## src/rtl/uart_tx_fifo_feeder_if.sv

```systemverilog
// uart_tx_fifo_feeder_if: producer write port plus transmit-controller handshake.
// Flush exists only when UART_TX_FIFO_FLUSH_EN is defined.
interface uart_tx_fifo_feeder_if #(
    parameter int DEPTH_LOG2 = 4
);
    logic                  Wr_En;
    logic [7:0]            Wr_Data;
    logic                  Full;
    logic                  Empty;
    logic [DEPTH_LOG2:0]   Level;
    logic                  Overflow;
    logic                  TX_En_Sig;
    logic [7:0]            TX_Data;
    logic                  TX_Done_Sig;
`ifdef UART_TX_FIFO_FLUSH_EN
    logic                  Flush;
`endif

    modport master (
`ifdef UART_TX_FIFO_FLUSH_EN
        output Flush,
`endif
        output Wr_En, Wr_Data, TX_Done_Sig,
        input  Full, Empty, Level, Overflow, TX_En_Sig, TX_Data
    );

    modport slave (
`ifdef UART_TX_FIFO_FLUSH_EN
        input  Flush,
`endif
        input  Wr_En, Wr_Data, TX_Done_Sig,
        output Full, Empty, Level, Overflow, TX_En_Sig, TX_Data
    );
endinterface

```

## src/rtl/uart_tx_fifo_feeder.sv

```systemverilog
// uart_tx_fifo_feeder: circular byte FIFO feeding the UART transmit controller on demand.
// Define UART_TX_FIFO_FLUSH_EN to add the Flush input.
module uart_tx_fifo_feeder #(
    parameter int DEPTH_LOG2 = 4,
    parameter int GAP_CYCLES = 0
) (
    input logic CLK,
    input logic RSTn,
    uart_tx_fifo_feeder_if.slave bus
);
    localparam int DEPTH = 1 << DEPTH_LOG2;
    typedef enum logic [1:0] {IDLE, SEND, GAP} state_t;
    state_t                state;
    logic [7:0]            mem [DEPTH];
    logic [DEPTH_LOG2-1:0] wr_ptr, rd_ptr;
    logic [DEPTH_LOG2:0]   level_nxt;
    logic [7:0]            gap_cnt;
    logic                  flush, push, pop;

`ifdef UART_TX_FIFO_FLUSH_EN
    assign flush = bus.Flush;
`else
    assign flush = 1'b0;
`endif

    // a full FIFO rejects writes even when a pop frees a slot on the same edge
    assign push = bus.Wr_En && !bus.Full && !flush;
    assign pop  = state == IDLE && !bus.Empty && !flush;

    always_comb
        level_nxt = flush ? '0 : bus.Level + (DEPTH_LOG2+1)'(push) - (DEPTH_LOG2+1)'(pop);

    always_ff @(posedge CLK)
        if (push) mem[wr_ptr] <= bus.Wr_Data;

    always_ff @(posedge CLK or negedge RSTn)
        if (!RSTn) begin
            wr_ptr       <= '0;
            rd_ptr       <= '0;
            bus.Level    <= '0;
            bus.Full     <= 1'b0;
            bus.Empty    <= 1'b1;
            bus.Overflow <= 1'b0;
        end else begin
            wr_ptr    <= flush ? '0 : wr_ptr + DEPTH_LOG2'(push);
            rd_ptr    <= flush ? '0 : rd_ptr + DEPTH_LOG2'(pop);
            bus.Level <= level_nxt;
            bus.Full  <= level_nxt[DEPTH_LOG2];
            bus.Empty <= level_nxt == '0;
            if (bus.Wr_En && bus.Full && !flush) bus.Overflow <= 1'b1;
        end

    always_ff @(posedge CLK or negedge RSTn)
        if (!RSTn) begin
            state         <= IDLE;
            gap_cnt       <= '0;
            bus.TX_En_Sig <= 1'b0;
            bus.TX_Data   <= '0;
        end else begin
            case (state)
                IDLE: if (pop) begin
                    bus.TX_Data   <= mem[rd_ptr];
                    bus.TX_En_Sig <= 1'b1;
                    state         <= SEND;
                end
                SEND: if (bus.TX_Done_Sig) begin
                    bus.TX_En_Sig <= 1'b0;
                    gap_cnt       <= GAP_CYCLES == 0 ? '0 : 8'(GAP_CYCLES - 1);
                    state         <= GAP_CYCLES == 0 ? IDLE : GAP;
                end
                GAP: if (gap_cnt == '0) state <= IDLE;
                     else gap_cnt <= gap_cnt - 8'd1;
                default: state <= IDLE;
            endcase
        end
endmodule

```

## src/flat_wrapper.sv

```systemverilog
// flat-port wrapper written by rule: the top's interface ports become plain ports
module uart_tx_fifo_feeder_flat 
#(
    parameter int DEPTH_LOG2 = 4,
    parameter int GAP_CYCLES = 0
)
  (CLK, RSTn, bus_Wr_En, bus_Wr_Data, bus_TX_Done_Sig, bus_Full, bus_Empty, bus_Level, bus_Overflow, bus_TX_En_Sig, bus_TX_Data);
  uart_tx_fifo_feeder_if #(.DEPTH_LOG2(DEPTH_LOG2)) bus_i ();
  input logic CLK;
  input logic RSTn;
  input wire logic [$bits(bus_i.Wr_En)-1:0] bus_Wr_En;
  input wire logic [$bits(bus_i.Wr_Data)-1:0] bus_Wr_Data;
  input wire logic [$bits(bus_i.TX_Done_Sig)-1:0] bus_TX_Done_Sig;
  output wire logic [$bits(bus_i.Full)-1:0] bus_Full;
  output wire logic [$bits(bus_i.Empty)-1:0] bus_Empty;
  output wire logic [$bits(bus_i.Level)-1:0] bus_Level;
  output wire logic [$bits(bus_i.Overflow)-1:0] bus_Overflow;
  output wire logic [$bits(bus_i.TX_En_Sig)-1:0] bus_TX_En_Sig;
  output wire logic [$bits(bus_i.TX_Data)-1:0] bus_TX_Data;
  assign bus_i.Wr_En = bus_Wr_En;
  assign bus_i.Wr_Data = bus_Wr_Data;
  assign bus_i.TX_Done_Sig = bus_TX_Done_Sig;
  assign bus_Full = bus_i.Full;
  assign bus_Empty = bus_i.Empty;
  assign bus_Level = bus_i.Level;
  assign bus_Overflow = bus_i.Overflow;
  assign bus_TX_En_Sig = bus_i.TX_En_Sig;
  assign bus_TX_Data = bus_i.TX_Data;
  uart_tx_fifo_feeder #(.DEPTH_LOG2(DEPTH_LOG2), .GAP_CYCLES(GAP_CYCLES)) u_core (.CLK(CLK), .RSTn(RSTn), .bus(bus_i));
endmodule
```

## config.mk

```make
export PLATFORM = sky130hd
export DESIGN_NAME = uart_tx_fifo_feeder_flat
export DESIGN_NICKNAME = d
export VERILOG_FILES = /design/src/rtl/uart_tx_fifo_feeder_if.sv /design/src/rtl/uart_tx_fifo_feeder.sv /design/src/flat_wrapper.sv
export SDC_FILE = /design/constraint.sdc
export NUM_CORES = 1
export LEC_CHECK = 0
export ABC_AREA = 1
export CELL_PAD_IN_SITES_DETAIL_PLACEMENT = 0
export CELL_PAD_IN_SITES_GLOBAL_PLACEMENT = 1
export CORE_ASPECT_RATIO = 0.7
export CORE_MARGIN = 4
export CORE_UTILIZATION = 47
export CTS_BUF_LIST = sky130_fd_sc_hd__clkbuf_16
export DETAILED_ROUTE_END_ITERATION = 10
export DONT_BUFFER_PORTS = 1
export PLACE_DENSITY_LB_ADDON = 0.05
export SYNTH_ARGS = -nofsm -noshare
export SYNTH_HDL_FRONTEND = slang
export SYNTH_SLANG_ARGS = --single-unit
```

## constraint.sdc

```tcl
create_clock -name CLK -period 5.6 [get_ports CLK]
set_clock_uncertainty 0.1 [all_clocks]
set_input_delay 0.84 -clock CLK [delete_from_list [all_inputs] [get_ports CLK]]
set_output_delay 0.84 -clock CLK [all_outputs]
set_load 0.005 [all_outputs]
```

==> flow_summary.yaml <==
power_and_ir_drop:
  p_comb_frac: 0.313
  switching_share: 0.372
  powerDensity_nw_per_um2: 547
  ir_worst_vdd_uv: 285
  pwr-share-clk: 0.288
  power.switching_w: 0.00141
  pwr-share-seq: 0.399
  leakagePower_nw: 2.67
  p_total_w: 0.00378
  intPower_w: 0.00237
floorplanning:
  core_area_um2: 13100
  die-height_um: 105
  io_pins: 29
  start_util: 0.479
  dieArea_um2: 15300
  fp.dieW_um: 146
  placementRows: 35
setup_path:
  max_stage_delay_ns: 0.96
  r2r_cells: 10
  r2r_slack_ns: 2.82
  worst_path_dominant_cell_family: "buffers and inverters"
  r2r-end: "u_core.bus.TX_Data[4]"
  cp_num_buf_inv: 2
  path_class: "reg -> reg"
  r2r-start: "u_core.rd_ptr[0]"
  crit_path_frequent_cell: "nand2_1"
  crit_chain: "buf_4, inv_2, nand2_1, nand3_1, nand3_1, nand2_1, nand2_1, nand2_1, nand2_1, nand2_1"
  crit_required_ns: 5.85
  cp-start-kind: "register"
  worstPathArrival_ns: 3.03
  path_max_fanout: 66
  cp-end-kind: "register"
  slowest_stage: "inv_2"
synth:
  ys_warn_count: 0
  syn_inst: 544
  synth_edf_count: 128
  syn_area_um2: 6290
  yosys-mux-area-fraction: 0
  async_reset_ff_frac: 0.158
  ys_seq_elements: 152
  ys_types: 22
  synth_area_leader_cell: "edfxtp_1"
  yosysMostFrequentCell: "nand2_1"
  syn-num-nets: 564
  synth_top_area_frac: 0.611
  synth_compound_area_frac: 0.00358
  synth_fa_ha_area_frac: 0.0171
  seq_area_frac_synth: 0.707
  synth_top_family_by_area: "simple AND/OR/NAND/NOR gates"
  avgSynthCellArea_um2: 11.6
  synth_common_cells: "201 x nand2_1, 128 x edfxtp_1, 101 x nand3_1"
  synth-simple-area-share: 0.219
  synth_xor_area_frac: 0.0111
  synth_flop_cell: "edfxtp_1"
  ys_top_cells_by_area: "edfxtp_1 61%, nand2_1 12%, dfrtp_1 9.1%, nand3_1 8.0%, buf_6 2.1%"
route:
  firstDrtPassIters: 7
  wl_per_cell_um: 19.7
  wirelength_um: 14200
  vias: 3806
  drtIter0Drc: 342
  ant_nets: 0
  vias_per_cell: 5.28
  drc: 0
worst_hold_path:
  min_path_type: "in -> async"
place:
  dp.cells: 685
  dp_hpwl_um: 8630
  port_buffers: 0
  globalplace.congestion: 0.778
sta:
  final-hold-violation-count: 0
  finalCritPeriodShare: 0.497
  max_freq_mhz: 359
  rsz0062_at_grt: "no"
  finalCriticalPeriod_ns: 2.78
  fin_setup_tns_ns: 0
  tightest_slew_ns: 1.23
  slew_headroom: 0.180
  setup_viol: 0
  drv_slew: 0
clock_tree:
  postCtsResizedCells: 0
  htreeDepth: 4
  cts_root_buf: "clkbuf_16"
  cts_tree: "built"
  cts_made_buffers: 17
  hold_buffers: 1
  cts_sinks: 152
  post_cts_buffers: 0
  clk_pin_slew_ns: 0.06
  clk_latency_ns: 0.42
  clk_path_buf_depth: 2
global_route:
  busiest_layer: "met1"
  antenna_found_initial: 0
  met3_usage: 0.0455
  met1_usage: 0.300
  grtUsageTotal: 0.195
  grt_pass1_wl_um: 22000
  grt_max_degree: 67
  first_global_vias: 3644
  grt_overflow_total: 0
  use_met2: 0.275
final_layout:
  fin_nets: 562
  fin_cells: 721
  antenna_cells: 0
  area_delta_synth_final_pct: 9.83
  drive_above_1_share: 0.0739
run:
  maxCapViolCount: 0
status:
  status: "completed"
[through the flow]
stage	hold WS [ns]	utilization	area, um^2	setup slack (ns)
floorplan	0.351	-	6290	3.29
global placement	0.375	0.480	6300	2.84
detailed placement	0.383	0.480	6300	2.86
CTS	0.00340	0.524	6880	2.83
global route	0.147	0.526	6910	2.57
finish	0.169	0.526	6910	2.82
[worst max-delay path by stage]
stage,end,slack [ns],cells past startpoint,start
6_report,u_core.bus.TX_Data[4],2.82,10,u_core.rd_ptr[0]
5_1_grt,u_core.bus.TX_Data[1],2.57,10,u_core.rd_ptr[0]
4_1_cts,u_core.bus.TX_Data[0],2.83,10,u_core.rd_ptr[0]
3_5_place_dp,u_core.bus.TX_Data[0],2.86,10,u_core.rd_ptr[0]
3_3_place_gp,u_core.mem[9][2],2.84,4,bus_Wr_En
2_1_floorplan,u_core.bus.Empty,3.29,12,u_core.bus.TX_En_Sig
[routing by layer]
| metal | routed length [um] | vias to the layer above |
|---|---|---|
| met3 | 990 | 14 |
| li1 | - | 1853 |
| met2 | 6320 | 103 |
| met1 | 6750 | 1836 |
| met5 | 0 | - |
| met4 | 161 | 0 |
[worst register-to-register path, stage by stage, from the launching register on]
cell	delay, ns
dfrtp_2	0.38
buf_4	0.32
inv_2	1.02
nand2_1	0.17
nand3_1	0.11
nand3_1	0.17
nand2_1	0.14
nand2_1	0.06
nand2_1	0.12
nand2_1	0.06
nand2_1	0.07
[power by group through the flow]
stage                     Combinational (W)  Clock (W)  Sequential, W
after CTS                           0.00119    0.00110        0.00151
after global placement              0.00117          0        0.00153
after floorplan                    0.000968          0        0.00147
final                               0.00118    0.00109        0.00151
after detailed placement            0.00119          0        0.00153
after global routing                0.00134    0.00116        0.00153
[layout make-up]
type / count / area, um^2
clock buffer: 17 / 425
clock inverter: 15 / 140
fill: 1160 / 6230
inverter: 15 / 56.3
multi-input combinational: 350 / 1580
sequential: 152 / 4450
tap: 166 / 208
timing repair buffer: 6 / 55.1
[sequential cells by signal (all words and copies together), names as in the netlist]
signal	count
u_core.wr_ptr	4
u_core.bus.TX_Data	8
u_core.bus.Overflow	1
u_core.mem	128
u_core.bus.Full	1
u_core.bus.Level	4
u_core.rd_ptr	4
u_core.bus.TX_En_Sig	1
u_core.bus.Empty	1
[cell usage in the layout (no fill, tap or decap)]
| cell | n |
|---|---|
| dlygate4sd3_1 | 4 |
| a21o_1 | 1 |
| buf_4 | 2 |
| xor2_1 | 8 |
| edfxtp_1 | 128 |
| bufinv_16 | 2 |
| clkinvlp_4 | 4 |
| ha_1 | 7 |
| nor2_2 | 2 |
| dfstp_2 | 1 |
| inv_1 | 12 |
| dfrtp_2 | 1 |
| clkinv_2 | 5 |
| nand2_1 | 201 |
| fa_1 | 1 |
| nand3b_1 | 1 |
| o21ai_1 | 1 |
| clkinv_4 | 2 |
| dfrtp_1 | 22 |
| inv_2 | 5 |
| clkbuf_16 | 17 |
| nor3_1 | 1 |
| or2_1 | 1 |
| nand3_1 | 101 |
| nor2_1 | 23 |
| a21oi_1 | 2 |
[kinds of logic (layout without fill, tap and decap cells)]
kind of cell               Yosys count  count (layout)
buffers and inverters               42              53
AOI/OAI and AO/OA                    4               4
xor gates and xnor gates             8               8
DFF                                152             152
and+or+nand+nor                    330             330
adders and majority gates            8               8
(Power assumes the default switching activity.)
